File: config.mk
export PLATFORM = sky130hd
export DESIGN_NAME = uart_rx_big_flat
export DESIGN_NICKNAME = d
export VERILOG_FILES = /design/src/rtl/uart_big_pkg.sv /design/src/rtl/uart_rx_big_if.sv /design/src/rtl/uart_sync2.sv /design/src/rtl/uart_rx_big.sv /design/src/flat_wrapper.sv
export SDC_FILE = /design/constraint.sdc
export NUM_CORES = 1
export LEC_CHECK = 0
export CORE_MARGIN = 3
export CORE_UTILIZATION = 47
export DETAILED_ROUTE_END_ITERATION = 12
export PLACE_DENSITY = 0.73
export SYNTH_ARGS = -nofsm -noshare
export SYNTH_HDL_FRONTEND = slang
export SYNTH_SLANG_ARGS = --single-unit
File: constraint.sdc
create_clock -name clk -period 1.72 [get_ports clk]
set_input_delay 0.172 -clock clk [delete_from_list [all_inputs] [get_ports clk]]
set_output_delay 0.172 -clock clk [all_outputs]
set_load 0.01 [all_outputs]
File: src/rtl/uart_big_pkg.sv
// Shared types and constants for the RS-485 burst UART receiver.
// Optional feature macro: UARTRX_TIMEOUT_EN (partial-frame idle timeout).
package uart_big_pkg;

    localparam int unsigned OVERSAMPLE_DEF = 8;
    localparam int unsigned IDX_W          = 5;
    localparam int unsigned ADDR_W         = 9;
    localparam int unsigned CYC_W          = 6;
    localparam int unsigned DATA_W         = 8;

    typedef enum logic [2:0] {
        IDLE,
        START,
        DATA,
        STOP,
        HOLD
    } state_t;

    // One frame-RAM write: slot address plus received byte.
    typedef struct packed {
        logic [ADDR_W-1:0] addr;
        logic [DATA_W-1:0] data;
    } wr_t;

    // Slot address: byte index offset into a 4-byte-aligned slot, 9-bit wrap.
    function automatic logic [ADDR_W-1:0] slot_addr(input logic [IDX_W-1:0] idx,
                                                    input logic [CYC_W-1:0] cyc);
        return ADDR_W'(idx) + ADDR_W'({cyc, 2'b00});
    endfunction

endpackage

File: src/rtl/uart_rx_big_if.sv
// Serial line in, frame-RAM write port and frame handshake out.
// Optional feature macro: UARTRX_TIMEOUT_EN (drives tout when defined).
interface uart_rx_big_if;
    import uart_big_pkg::*;

    logic              rx;
    logic [CYC_W-1:0]  cycle;
    logic              ack;
    logic [ADDR_W-1:0] addr;
    logic [DATA_W-1:0] wdata;
    logic              we;
    logic              full;
    logic              ferr;
    logic              tout;

    // Receiver side: consumes the line and ack, produces writes and flags.
    modport master (
        input  rx, cycle, ack,
        output addr, wdata, we, full, ferr, tout
    );

    // Line driver / frame RAM side.
    modport slave (
        output rx, cycle, ack,
        input  addr, wdata, we, full, ferr, tout
    );

endinterface

File: src/rtl/uart_sync2.sv
// Generic two-flop synchroniser with configurable reset value.
module uart_sync2 #(
    parameter logic RST_VAL = 1'b0
) (
    input  logic clk,
    input  logic reset,
    input  logic d,
    output logic q
);

    logic meta;

    // Two-stage capture of an asynchronous level.
    always_ff @(posedge clk or negedge reset) begin
        if (!reset) begin
            meta <= RST_VAL;
            q    <= RST_VAL;
        end else begin
            meta <= d;
            q    <= meta;
        end
    end

endmodule

File: src/rtl/uart_rx_big.sv
// RS-485 burst receiver: 8N1 deserialiser writing BYTES-byte frames into slot RAM.
// Optional feature macro: UARTRX_TIMEOUT_EN drops a stalled partial frame after
// TIMEOUT_BITS idle bit-times and pulses tout; otherwise tout is held at 0.
module uart_rx_big
    import uart_big_pkg::*;
#(
    parameter int unsigned BYTES      = 4,
    parameter int unsigned OVERSAMPLE = OVERSAMPLE_DEF
`ifdef UARTRX_TIMEOUT_EN
    ,
    parameter int unsigned TIMEOUT_BITS = 12
`endif
) (
    input  logic          clk,
    input  logic          reset,
    uart_rx_big_if.master bus
);

    localparam int unsigned PH_W = $clog2(OVERSAMPLE);

    logic              rx_s;
    logic              ack_s;
    logic              rx_prev;

    state_t            state_q, state_n;
    logic [PH_W-1:0]   phase_q, phase_n;
    logic [2:0]        bit_q, bit_n;
    logic [7:0]        sh_q, sh_n;
    logic [IDX_W-1:0]  idx_q, idx_n;
    logic              ack_seen_q, ack_seen_n;
    wr_t               wr_q, wr_n;
    logic              we_q, we_n;
    logic              full_q, full_n;
    logic              ferr_q, ferr_n;
    logic              tout_q, tout_n;

`ifdef UARTRX_TIMEOUT_EN
    localparam int unsigned TO_CLKS = TIMEOUT_BITS * OVERSAMPLE;
    localparam int unsigned IDLE_W  = $clog2(TO_CLKS);
    logic [IDLE_W-1:0] idle_q, idle_n;
`endif

    uart_sync2 #(.RST_VAL(1'b1)) u_sync_rx (
        .clk   (clk),
        .reset (reset),
        .d     (bus.rx),
        .q     (rx_s)
    );

    uart_sync2 #(.RST_VAL(1'b0)) u_sync_ack (
        .clk   (clk),
        .reset (reset),
        .d     (bus.ack),
        .q     (ack_s)
    );

    // Next-state and next-output logic for the receive FSM.
    always_comb begin
        state_n    = state_q;
        phase_n    = phase_q;
        bit_n      = bit_q;
        sh_n       = sh_q;
        idx_n      = idx_q;
        ack_seen_n = ack_seen_q;
        wr_n       = wr_q;
        we_n       = 1'b0;
        full_n     = full_q;
        ferr_n     = 1'b0;
        tout_n     = 1'b0;
`ifdef UARTRX_TIMEOUT_EN
        idle_n     = '0;
`endif

        case (state_q)
            IDLE: begin
                // A falling edge needs a prior high, so a line stuck low after a
                // framing error cannot retrigger.
                if (rx_prev && !rx_s) begin
                    state_n = START;
                    phase_n = '0;
                end
`ifdef UARTRX_TIMEOUT_EN
                else if (idx_q != '0 && idx_q < IDX_W'(BYTES)) begin
                    if (idle_q == IDLE_W'(TO_CLKS - 1)) begin
                        idx_n  = '0;
                        tout_n = 1'b1;
                    end else begin
                        idle_n = idle_q + IDLE_W'(1);
                    end
                end
`endif
            end

            START: begin
                if (phase_q == PH_W'(OVERSAMPLE / 2 - 1)) begin
                    phase_n = '0;
                    if (!rx_s) begin
                        state_n = DATA;
                        bit_n   = '0;
                    end else begin
                        state_n = IDLE;
                    end
                end else begin
                    phase_n = phase_q + PH_W'(1);
                end
            end

            DATA: begin
                if (phase_q == PH_W'(OVERSAMPLE - 1)) begin
                    phase_n = '0;
                    sh_n    = {rx_s, sh_q[7:1]};
                    bit_n   = bit_q + 3'd1;
                    if (bit_q == 3'd7) begin
                        state_n = STOP;
                    end
                end else begin
                    phase_n = phase_q + PH_W'(1);
                end
            end

            STOP: begin
                if (phase_q == PH_W'(OVERSAMPLE - 1)) begin
                    phase_n = '0;
                    if (rx_s) begin
                        we_n      = 1'b1;
                        wr_n.data = sh_q;
                        wr_n.addr = slot_addr(idx_q, bus.cycle);
                        idx_n     = idx_q + IDX_W'(1);
                        if (idx_q == IDX_W'(BYTES - 1)) begin
                            state_n = HOLD;
                            full_n  = 1'b1;
                        end else begin
                            state_n = IDLE;
                        end
                    end else begin
                        ferr_n  = 1'b1;
                        state_n = IDLE;
                    end
                end else begin
                    phase_n = phase_q + PH_W'(1);
                end
            end

            HOLD: begin
                // Release on ack high, then rearm only once ack has dropped again.
                if (!ack_seen_q) begin
                    if (ack_s) begin
                        full_n     = 1'b0;
                        idx_n      = '0;
                        ack_seen_n = 1'b1;
                    end
                end else if (!ack_s) begin
                    ack_seen_n = 1'b0;
                    state_n    = IDLE;
                end
            end

            default: state_n = IDLE;
        endcase
    end

    // State and output registers.
    always_ff @(posedge clk or negedge reset) begin
        if (!reset) begin
            state_q    <= IDLE;
            phase_q    <= '0;
            bit_q      <= '0;
            sh_q       <= '0;
            idx_q      <= '0;
            ack_seen_q <= 1'b0;
            rx_prev    <= 1'b1;
            wr_q       <= '0;
            we_q       <= 1'b0;
            full_q     <= 1'b0;
            ferr_q     <= 1'b0;
            tout_q     <= 1'b0;
`ifdef UARTRX_TIMEOUT_EN
            idle_q     <= '0;
`endif
        end else begin
            state_q    <= state_n;
            phase_q    <= phase_n;
            bit_q      <= bit_n;
            sh_q       <= sh_n;
            idx_q      <= idx_n;
            ack_seen_q <= ack_seen_n;
            rx_prev    <= rx_s;
            wr_q       <= wr_n;
            we_q       <= we_n;
            full_q     <= full_n;
            ferr_q     <= ferr_n;
            tout_q     <= tout_n;
`ifdef UARTRX_TIMEOUT_EN
            idle_q     <= idle_n;
`endif
        end
    end

    assign bus.addr  = wr_q.addr;
    assign bus.wdata = wr_q.data;
    assign bus.we    = we_q;
    assign bus.full  = full_q;
    assign bus.ferr  = ferr_q;
    assign bus.tout  = tout_q;

endmodule

File: src/flat_wrapper.sv
// flat-port wrapper written by rule: the top's interface ports become plain ports
module uart_rx_big_flat import uart_big_pkg::*;
#(
    parameter int unsigned BYTES      = 4,
    parameter int unsigned OVERSAMPLE = OVERSAMPLE_DEF

)
  (clk, reset, bus_rx, bus_cycle, bus_ack, bus_addr, bus_wdata, bus_we, bus_full, bus_ferr, bus_tout);
  uart_rx_big_if bus_i ();
  input  logic clk;
  input  logic reset;
  input wire logic [$bits(bus_i.rx)-1:0] bus_rx;
  input wire logic [$bits(bus_i.cycle)-1:0] bus_cycle;
  input wire logic [$bits(bus_i.ack)-1:0] bus_ack;
  output wire logic [$bits(bus_i.addr)-1:0] bus_addr;
  output wire logic [$bits(bus_i.wdata)-1:0] bus_wdata;
  output wire logic [$bits(bus_i.we)-1:0] bus_we;
  output wire logic [$bits(bus_i.full)-1:0] bus_full;
  output wire logic [$bits(bus_i.ferr)-1:0] bus_ferr;
  output wire logic [$bits(bus_i.tout)-1:0] bus_tout;
  assign bus_i.rx = bus_rx;
  assign bus_i.cycle = bus_cycle;
  assign bus_i.ack = bus_ack;
  assign bus_addr = bus_i.addr;
  assign bus_wdata = bus_i.wdata;
  assign bus_we = bus_i.we;
  assign bus_full = bus_i.full;
  assign bus_ferr = bus_i.ferr;
  assign bus_tout = bus_i.tout;
  uart_rx_big #(.BYTES(BYTES), .OVERSAMPLE(OVERSAMPLE)) u_core (.clk(clk), .reset(reset), .bus(bus_i));
endmodule
# Word level (Yosys, flattened, before mapping)

Index checks and enable logic that the tools add are counted.

Register bits after elaboration: 48
Word-level logic and storage cells: 91
Input bits: 10
Output and inout port bits: 21

Mux-type cells: 37
Add/sub/neg operators: 4
Reductions and logical operators: 14
Equality and inequality tests: 20

Operators with widths:

| operator              | count |
|---|---|
| $mux W3               | 15 |
| $mux W5               | 4 |
| $pmux W3 S5           | 1 |
| $ne A2 B1 Y1 const B  | 7 |
| $mux W1               | 12 |
| $ne A2 B2 Y1 const B  | 5 |
| $pmux W5 S2           | 1 |
| $add A5 B8 Y9         | 1 |
| $eq A3 B2 Y1 const B  | 3 |
| $eq A3 B3 Y1 const B  | 3 |
| $pmux W3 S3           | 1 |
| $reduce_and A7 Y1     | 1 |
| $add A3 B1 Y3 const B | 2 |
| $pmux W3 S2           | 1 |
| $reduce_and A6 Y1     | 1 |
| $add A5 B1 Y5 const B | 1 |
| $eq A5 B2 Y1 const B  | 1 |
| $reduce_and A5 Y1     | 1 |
| $reduce_and A2 Y1     | 2 |
| $reduce_and A4 Y1     | 1 |
| $reduce_bool A2 Y1    | 2 |
| $eq A3 B1 Y1 const B  | 1 |
| $logic_not A3 Y1      | 1 |
| $reduce_and A3 Y1     | 1 |
| 6 further kinds       | 6 |

# Longest topological paths before layout

Gate-level depths: netlist of the first run.

Depth after elaboration: 5
Gate-level depth with buffers: 7
Mapped depth without buffers: 7

# By module

Synthesis of the first run repeated with hierarchy kept, for this count alone.

Cells, all modules: 199
Area total of the unflattened synthesis: 2163.3 sq um

Modules (own cells, without submodules):

| module                          | instances | area each (sq um) | cells an instance | sequential area each (sq um) |
|---|---|---|---|---|
| uart_rx_big                     | 1         | 2060.7            | 195               | 1102.3 |
| uart_sync2 at u_core.u_sync_rx  | 1         | 52.6              | 2                 | 52.6 |
| uart_sync2 at u_core.u_sync_ack | 1         | 50.0              | 2                 | 50.0 |

# Least setup slack after synthesis of the first run

Ideal clock, no wire load.

Path type: register -> register
Start: register u_core.phase_q[0]
End: register u_core.idx_q[0]
Cell stages (with the launch flop): 7
Arrival time: 1.502 ns
Library setup time: 0.125 ns
Data required time: 1.595 ns
Period minus slack after synthesis: 1.626 ns
Slack: 0.094 ns
Buffers on the path: 1
Cell sequence: dfrtp_1 ha_1 ha_1 nand2_1 and2b_1 buf_6 mux2_2

Cells in the longest elaborated chain, start to end: 3

RTL lines:

| element                     | line               | text |
|---|---|---|
| start, declared             | uart_rx_big.sv:26  | `logic [PH_W-1:0] phase_q, phase_n;` |
| start signal, assigned      | uart_rx_big.sv:182 | `phase_q <= phase_n;` |
| $eq A3 B3 Y1                | uart_rx_big.sv:122 | `if (phase_q == PH_W'(OVERSAMPLE - 1)) begin` |
| $ne A2 B1 Y1 (no line)      | n/a                |  |
| $reduce_and A5 Y1 (no line) | n/a                |  |
| end signal, assigned        | uart_rx_big.sv:185 | `idx_q <= idx_n;` |
| end, declared               | uart_rx_big.sv:29  | `logic [IDX_W-1:0] idx_q, idx_n;` |

No other way between the ends.
A chain may end at the register's enable or synchronous reset.

# Worst setup path in the final report of the first run

Start: register u_core.phase_q[0]
End: register u_core.idx_q[2]

The elaborated chain is that of the path after synthesis.

==> flow_summary.toml, run 1 <==
[timing]
drv_slew = 0
fin_crit_ns = 1.603
hold_ws_ns = 0.2747
fmax_mhz = 623.9
finalSetupViolCount = 0
finalWorstSetupSlack_ns = 0.1173
fin_crit_sh = 0.9318
final-hold-violation-count = 0
finalClockSkew_ns = 0.009149

[worst_setup_path]
worstPathMaxFanout = 6
crit_cells = 7
setup.reg_to_reg.worst_slack_ns = 0.12
r2r-start = "u_core.phase_q[0]"
crit_path_max_incr_delay_ns = 0.39
crit_buf_inv = 1
required_ns = 1.90
arrival_ns = 1.78
critical_path.top_delay_family = "simple AND/OR/NAND/NOR gates"
slowest_stage = "dfrtp_1"
r2r_cells = 7
crit_chain = "ha_2 > ha_1 > nand2_1 > and2b_2 > buf_4 > a21oi_1 > nor2_1"
worstSetupPathType = "flip-flop to flip-flop"
reg2reg_to = "u_core.idx_q[2]"
crit_path_end_kind = "flip-flop"
cp-start-kind = "flip-flop"

[grt]
grt_first_pass_wirelength_um = 6982
grt_pass1_vias = 1577
grt_max_degree = 32
grt.total_usage = 0.1615
globalRouteOverflowTotal = 0
antenna_found_initial = 0

[layout]
layout_commonest_cell = "nand2_1"
insertedDiodeCount = 0
drive_above_1_share = 0.2160
multi_input_area_um2 = 939.7
layout_common_cells = "nand2_1, dfrtp_1, clkdlybuf4s50_1, buf_4, o21ai_0"
nets = 271
seqCellArea_mm2 = 0.001205
syn_to_final_growth_pct = 26.86
fillers = 376

[run_status]
status = "completed"

[power]
combinationalPowerShare = 0.250
cellInternalPower_mw = 2.170
power.density_mw_per_mm2 = 1071
ir_worst_vdd_mv = 0.6270
p_leak_nw = 1.352
p_clk_frac = 0.262
switchingPower_mw = 0.8488
seqPwrFrac = 0.488
netSwitchingFraction = 0.2811

[hold_path]
min_from = "bus_rx"
hold_path_end = "u_core.u_sync_rx.meta"
hold_path.class = "input pin to flip-flop"
hold_depth = 1

[cts]
htree_num_levels = 2
clockBufferDepth = 2
insertion_delay_ns = 0.29
root_buffer = "clkbuf_8"
cts_sinks = 48
cts_made_buffers = 5
clk_pin_slew_worst_paths_ns = 0.09
cts_tree = "done"

[logic_synthesis]
ys_types = 43
yosysSeqAreaShare = 0.5422
avgSynthCellArea_um2 = 11.00
synth_fp_nets = 224
syn-cell-area_mm2 = 0.002222
synthCells = 202
yosys_warnings = 0
async_flop_share = 1.000
ys.flop_type = "dfrtp_1"
synth-edff-count = 0
ys_seq_elements = 48

[routing]
vias = 1573
drc_errors = 0
dr.first_iter.drc_count = 86
drt-vias-per-instance = 5.209
ant_nets = 0
firstDrtPassIters = 4
wl_um = 4027
wl_per_cell_um = 13.33

[placed_design]
place_hpwl_um = 2970
pre_cts_slack_ns = -0.2417
port-buffer-count = 29
gp_congestion = 0.8339

[floorplanning]
core.rowCount = 24
initial_core_util = 0.4966
dieArea_mm2 = 0.005589
die_h_um = 74.76
die_w_um = 74.76
ioPinCount = 31
coreArea_mm2 = 0.004474

[job]
cap_violations = 0
-- stage by stage --
step	instances	area (um^2)	power, mW	utilization	setup TNS [ns]
floorplan	202	2222	1.916	-	0
global placement	292	2674	2.199	0.5976	-0.2452
detailed placement	292	2674	2.235	0.5976	-0.3824
CTS	301	2795	3.028	0.6247	0
global route	302	2819	3.222	0.6300	-0.008431
finish	302	2819	3.019	0.6300	0
-- sequential cells by signal (all words and copies together) (netlist names) --
name,cells
u_core.rx_prev,1
u_core.state_q,3
u_core.u_sync_ack.meta,1
u_core.u_sync_ack.q,1
u_core.bus.we,1
u_core.bus.ferr,1
u_core.u_sync_rx.q,1
u_core.bus.wdata,8
u_core.bus.full,1
u_core.bus.addr,9
u_core.idx_q,5
u_core.ack_seen_q,1
u_core.sh_q,8
u_core.u_sync_rx.meta,1
u_core.phase_q,3
u_core.bit_q,3
-- synth_stat cells (all sizes together), types with 2 or more instances --
library cell,number,area (um^2)
a22o,3,26.28
dfrtp,45,1126
a31oi,2,12.51
nor2,9,33.78
o41ai,2,17.52
buf,9,71.31
xnor2,2,17.52
inv,7,26.28
nor3,3,26.28
nand2b,2,12.51
xor2,2,17.52
o21ai,14,70.07
a21oi,3,15.01
dfstp,3,78.83
mux2,11,123.9
nor2b,2,12.51
nand2,52,205.2
ha,11,137.6
nor3b,3,27.52
-- power groups by stage --
stage | Combinational (mW) | Sequential, mW | Clock (mW)
2_1_floorplan | 0.443 | 1.47 | 0
3_3_place_gp | 0.707 | 1.49 | 0
3_5_place_dp | 0.736 | 1.50 | 0
4_1_cts | 0.742 | 1.48 | 0.809
5_1_grt | 0.856 | 1.50 | 0.862
6_report | 0.756 | 1.47 | 0.791
-- logic make-up after synthesis --
group | after synthesis | share of synthesized area
buffers and inverters | 16 | 0.04392
AND/OR/NAND/NOR | 78 | 0.1689
flip-flops | 48 | 0.5422
adder cells (fa/ha/maj) | 12 | 0.07095
AO/OA/AOI/OAI | 31 | 0.08897
XOR/XNOR | 4 | 0.01577
other | 1 | 0.001688
multiplexers | 12 | 0.06757
-- per-layer routing --
metal,routed length (um),vias up,GRT usage
li1,-,775,-
met1,1909,765,0.2192
met2,1950,26,0.2566
met3,123,7,0.04272
met4,43,0,0.04743
met5,0,-,0
-- what timing repair did --
action / 4_1_cts / 5_1_grt
hold endpoints to repair: 14 / 0
setup endpoints to repair: 1 / 18
resized for setup: 1 / 6
hold buffers: 1 / 0
setup buffers: 0 / 1
-- final cells by class --
| type | count | area share |
|---|---|---|
| Clock buffer | 6 | 0.02574 |
| Clock inverter | 2 | 0.01243 |
| Inverter | 7 | 0.009321 |
| Multi-Input combinational cell | 138 | 0.3333 |
| Sequential cell | 48 | 0.4274 |
| Tap cell | 52 | 0.02308 |
| Timing Repair Buffer | 49 | 0.1687 |
-- how the worst max path moves through the flow --
stage | startpoint | end | slack (ns)
2_1_floorplan | u_core.phase_q[0] | u_core.idx_q[0] | 0.09
3_3_place_gp | bus_cycle[0] | u_core.bus.addr[6] | -0.15
3_5_place_dp | bus_cycle[0] | u_core.bus.addr[6] | -0.24
4_1_cts | u_core.idx_q[2] | u_core.bus.addr[6] | 0.004
5_1_grt | u_core.phase_q[0] | u_core.idx_q[2] | -0.008
6_report | u_core.phase_q[0] | u_core.idx_q[2] | 0.12
Note: power is estimated with default switching activity, not from simulation.
==> run 2, diff against run 1 <==
--- a/config.mk
+++ b/config.mk
@@ -5,10 +5,11 @@
 export SDC_FILE = /design/constraint.sdc
 export NUM_CORES = 1
 export LEC_CHECK = 0
-export CORE_MARGIN = 3
+export CORE_MARGIN = 10
 export CORE_UTILIZATION = 47
 export DETAILED_ROUTE_END_ITERATION = 12
 export PLACE_DENSITY = 0.73
+export SKIP_LAST_GASP = 1
 export SYNTH_ARGS = -nofsm -noshare
 export SYNTH_HDL_FRONTEND = slang
 export SYNTH_SLANG_ARGS = --single-unit
==> run 2 against run 1 <==
  * Power decreased by 1.9%
  * Clock power decreased by 14%
  * Die area increased by 41%
  * Largest power group unchanged
==> flow_summary.toml, run 2 (synthesis gave the netlist of run 1 again) <==
[run_status]
status = "completed"

[routing]
ant_nets = 0
firstDrtPassIters = 4
wl_um = 4400
drt-vias-per-instance = 5.156
dr.first_iter.drc_count = 78
wl_per_cell_um = 14.57
drc_errors = 0
vias = 1557

[layout]
utilization = 0.6345
layout_commonest_cell = "nand2_1"
multi_input_area_um2 = 977.2
seqCellArea_mm2 = 0.001205
fin_area_mm2 = 0.002839
drive_above_1_share = 0.2280
layout_common_cells = "nand2_1, dfrtp_1, clkdlybuf4s50_1, buf_4, o21ai_0"
largest_reg_flops = 9
fillers = 369
syn_to_final_growth_pct = 27.76
nets = 271
insertedDiodeCount = 0

[timing]
finalClockSkew_ns = 0.007674
final-hold-violation-count = 0
finalSetupViolCount = 0
rsz0062_at_grt = "false"
fin_crit_sh = 0.9612
drv_slew = 0
fmax_mhz = 604.9
fin_crit_ns = 1.653
setup-tns-final_ns = 0

[floorplanning]
die_h_um = 88.76
initial_core_util = 0.4966
core.rowCount = 24
ioPinCount = 31
dieArea_mm2 = 0.007878
die_w_um = 88.76
coreArea_mm2 = 0.004474

[worst_setup_path]
r2r-start = "u_core.phase_q[0]"
worstPathMaxFanout = 7
required_ns = 1.90
reg2reg_to = "u_core.sh_q[3]"
cp-start-kind = "flip-flop"
crit_path_end_kind = "flip-flop"
worstSetupPathType = "flip-flop to flip-flop"
arrival_ns = 1.84
setup.reg_to_reg.worst_slack_ns = 0.07
r2r_cells = 6

[hold_path]
hold_path.class = "input pin to flip-flop"
hold_depth = 1
hold_path_end = "u_core.u_sync_rx.meta"
min_from = "bus_rx"

[cts]
cts_tree = "done"
cts_sinks = 48
clk_pin_slew_worst_paths_ns = 0.08
root_buffer = "clkbuf_8"
cts_made_buffers = 5
htree_num_levels = 2
insertion_delay_ns = 0.30
clockBufferDepth = 2

[power]
p_leak_nw = 1.354
power.density_mw_per_mm2 = 1043
power_mw = 2.961
ir_worst_vdd_mv = 0.6352

[grt]
grt_pass1_vias = 1574
grt.total_usage = 0.1174
globalRouteOverflowTotal = 0
grt_max_degree = 49
grt_first_pass_wirelength_um = 7334
antenna_found_initial = 0

[placed_design]
gp_congestion = 0.7990
place_hpwl_um = 2982
port-buffer-count = 29
placed_area_mm2 = 0.002674

[job]
cap_violations = 0
-- run 2: stage by stage --
| step | setup slack [ns] | cells | hold WS, ns |
|---|---|---|---|
| global placement | -0.1235 | 292 | 0.1747 |
| floorplan | 0.09351 | 202 | -0.1236 |
| global route | 0.0007869 | 302 | 0.2665 |
| CTS | 0.01334 | 301 | 0.2654 |
| finish | 0.06679 | 302 | 0.2696 |
| detailed placement | -0.2182 | 292 | 0.1747 |
-- run 2: cell type report --
cell class	instances	area share
Clock buffer	8	0.03173
Tap cell	52	0.02292
Inverter	7	0.009255
Sequential cell	48	0.4244
Timing Repair Buffer	49	0.1675
Multi-Input combinational cell	138	0.3442
-- run 2: worst max path at each step --
stage	endpoint	start	slack [ns]	cells after the start
after global placement	u_core.bus.addr[6]	bus_cycle[0]	-0.12	8
final	u_core.sh_q[3]	u_core.phase_q[0]	0.07	6
after CTS	u_core.state_q[2]	u_core.phase_q[0]	0.01	6
after detailed placement	u_core.bus.addr[6]	bus_cycle[0]	-0.22	8
after floorplan	u_core.idx_q[0]	u_core.phase_q[0]	0.09	6
after global routing	u_core.sh_q[4]	u_core.phase_q[0]	0.0008	6
-- run 2: what timing repair did --
item,4_1_cts,5_1_grt
hold buffers,1,0
resized for setup,0,13
endpoints found under the hold margin,45,0
endpoints found under the setup margin,0,18
setup buffers,0,1
-- run 2: report_power, final --
| part | switching [mW] | leakage, nW | internal [mW] |
|---|---|---|---|
| sequential | 0.210 | 0.614 | 1.31 |
| combinational | 0.325 | 0.695 | 0.440 |
| clock | 0.353 | 0.0455 | 0.328 |
-- run 2: metal layers --
metal	share of wire	wire length, um	track usage	vias up
met1	0.47	2063	0.1457	746
li1	-	-	-	778
met2	0.46	2034	0.1848	26
met3	0.058	254	0.04320	7
met4	0.011	48	0.03818	0
met5	0	0	0	-
-- run 2: worst max-delay path, stage by stage, from the launching register on --
cell,delay (ns)
dfrtp_1,0.41
ha_4,0.18
ha_4,0.14
nand2_4,0.06
nor3_4,0.27
buf_12,0.15
mux2_2,0.32
==> run 3, diff against run 2 <==
--- a/config.mk
+++ b/config.mk
@@ -6,9 +6,8 @@
 export NUM_CORES = 1
 export LEC_CHECK = 0
 export CORE_MARGIN = 10
-export CORE_UTILIZATION = 47
+export CORE_UTILIZATION = 35
 export DETAILED_ROUTE_END_ITERATION = 12
-export PLACE_DENSITY = 0.73
 export SKIP_LAST_GASP = 1
 export SYNTH_ARGS = -nofsm -noshare
 export SYNTH_HDL_FRONTEND = slang
==> constraint.sdc (replaced) <==
create_clock -name clk -period 1.9 [get_ports clk]
set_input_delay 0.19 -clock clk [delete_from_list [all_inputs] [get_ports clk]]
set_output_delay 0.19 -clock clk [all_outputs]
set_load 0.01 [all_outputs]
==> run 3 against run 2 <==
  * Core utilization decreased by 18 points
  * Clock skew decreased by 0.0019 ns
  * Setup slack improved by 0.13 ns
  * Flip-flop and latch count unchanged
  * Via count decreased by 3.1%
  * Combinational power decreased by 20%
  * Register-to-register slack improved by 0.13 ns
  * Global-route usage decreased by 2.5 points
  * Routed wire length decreased by 2.9%
  * Non-clock buffer count decreased by 11
  * Power decreased by 6.5%
  * Critical endpoint is now u_core.state_q[2]
  * Highest routed layer unchanged
==> flow_summary.toml, run 3 (synthesis gave the netlist of run 1 again) <==
[cts]
root_buffer = "clkbuf_8"
clk_pin_slew_worst_paths_ns = 0.09
clockBufferDepth = 2
htree_num_levels = 2
cts_made_buffers = 5
insertion_delay_ns = 0.30
cts_sinks = 48
cts_tree = "done"

[job]
cap_violations = 0

[layout]
utilization = 0.4556
layout_commonest_cell = "nand2_1"
largest_reg_flops = 9
nets = 260
seqCellArea_mm2 = 0.001205
final_cells = 314
fillers = 594
fin_area_mm2 = 0.002745
insertedDiodeCount = 0
drive_above_1_share = 0.1715
syn_to_final_growth_pct = 23.54
layout_common_cells = "nand2_1, dfrtp_1, clkdlybuf4s50_1, o21ai_0, mux2_2"
multi_input_area_um2 = 925.9

[placed_design]
dp.cells = 305
port-buffer-count = 29
placed_area_mm2 = 0.002603
place_hpwl_um = 3035
gp_congestion = 0.7564

[timing]
setup-tns-final_ns = 0
rsz0062_at_grt = "false"
final-hold-violation-count = 0
finalSetupViolCount = 0
finalClockSkew_ns = 0.005730
fin_crit_sh = 0.8962
worst_slew_pin_slew_ns = 0.5401
drv_slew = 0
fin_crit_ns = 1.703
fmax_mhz = 587.3
slew_headroom = 0.6399

[worst_setup_path]
crit_path_end_kind = "flip-flop"
arrival_ns = 1.89
required_ns = 2.08
worstSetupPathType = "flip-flop to flip-flop"
worstPathMaxFanout = 7
cp-startpoint = "u_core.phase_q[0]"
cp-start-kind = "flip-flop"
r2r-start = "u_core.phase_q[0]"

[hold_path]
hold_path.class = "input pin to flip-flop"
min_from = "bus_rx"

[floorplanning]
coreArea_mm2 = 0.006026
dieArea_mm2 = 0.009936
core.rowCount = 28
initial_core_util = 0.3688
die_w_um = 99.68
ioPinCount = 31
die_h_um = 99.68

[routing]
wl_per_cell_um = 13.61
dr.first_iter.drc_count = 87
ant_nets = 0
drc_errors = 0
wl_um = 4272
firstDrtPassIters = 4
vias = 1508
drt-vias-per-instance = 4.803

[run_status]
status = "completed"

[power]
power_mw = 2.769
p_leak_nw = 1.280
ir_worst_vdd_mv = 0.4450
power.density_mw_per_mm2 = 1009

[grt]
grt_first_pass_wirelength_um = 7527
antenna_found_initial = 0
grt_pass1_vias = 1549
globalRouteOverflowTotal = 0
grt.total_usage = 0.09229
grt_max_degree = 26
## run 3: cell types whose count changed in the layout (fill, tap and decap cells not counted), sizes merged
cell    change
clkbuf      -1
buf        -11
bufinv      +1
## run 3: metal layers
layer | global-route usage | vias up | part of all wire
li1 | - | 754 | -
met4 | 0.04631 | 0 | 0.021
met3 | 0.02976 | 5 | 0.058
met5 | 0 | - | 0
met1 | 0.1171 | 718 | 0.48
met2 | 0.1369 | 31 | 0.44
## run 3: what timing repair did
| item | in CTS | in global routing |
|---|---|---|
| hold buffers | 1 | 0 |
| buffers inserted | 0 | 0 |
| endpoints found under the setup margin | 0 | 2 |
| resized for setup | 0 | 3 |
| endpoints found under the hold margin | 20 | 0 |
## run 3: path summary, 6_finish.rpt
| kind | cells after the start | slack [ns] | endpoint |
|---|---|---|---|
| max in group asynchronous | 3 | 0.87 | u_core.bus.wdata[2] |
| min | 1 | 0.29 | u_core.u_sync_rx.meta |
| max | 6 | 0.20 | u_core.state_q[2] |
| min reg2reg | 0 | 0.35 | u_core.u_sync_ack.q |
| min in group asynchronous | 2 | 0.40 | u_core.bit_q[1] |
| max reg2reg | 6 | 0.20 | u_core.state_q[2] |
## run 3: final cells by class
class | instances | share of cell area
clock inverter | 1 | 0.01094
inverter | 7 | 0.009572
multi-input combinational | 138 | 0.3373
timing repair buffer | 38 | 0.1340
clock buffer | 7 | 0.03510
tap | 75 | 0.03418
sequential | 48 | 0.4389
## run 3: power by group
| group | switching (mW) | internal, mW |
|---|---|---|
| Clock | 0.337 | 0.464 |
| Combinational | 0.268 | 0.347 |
| Sequential | 0.171 | 1.18 |
| Total | 0.775 | 1.99 |
## run 3: critical path, stage by stage, from the launching register on
cell and delay [ns]:
dfrtp_1 0.39, ha_2 0.23, ha_2 0.23, nand2_1 0.08
and2b_2 0.31, nand2_2 0.08, o41ai_1 0.27
## run 3: stage by stage
stage,setup slack [ns],hold WS (ns)
after detailed placement,0.008833,0.2114
after CTS,0.05895,0.2767
after floorplan,0.2735,-0.1056
final,0.1972,0.2909
after global placement,0.02530,0.2155
after global routing,0.02610,0.2898
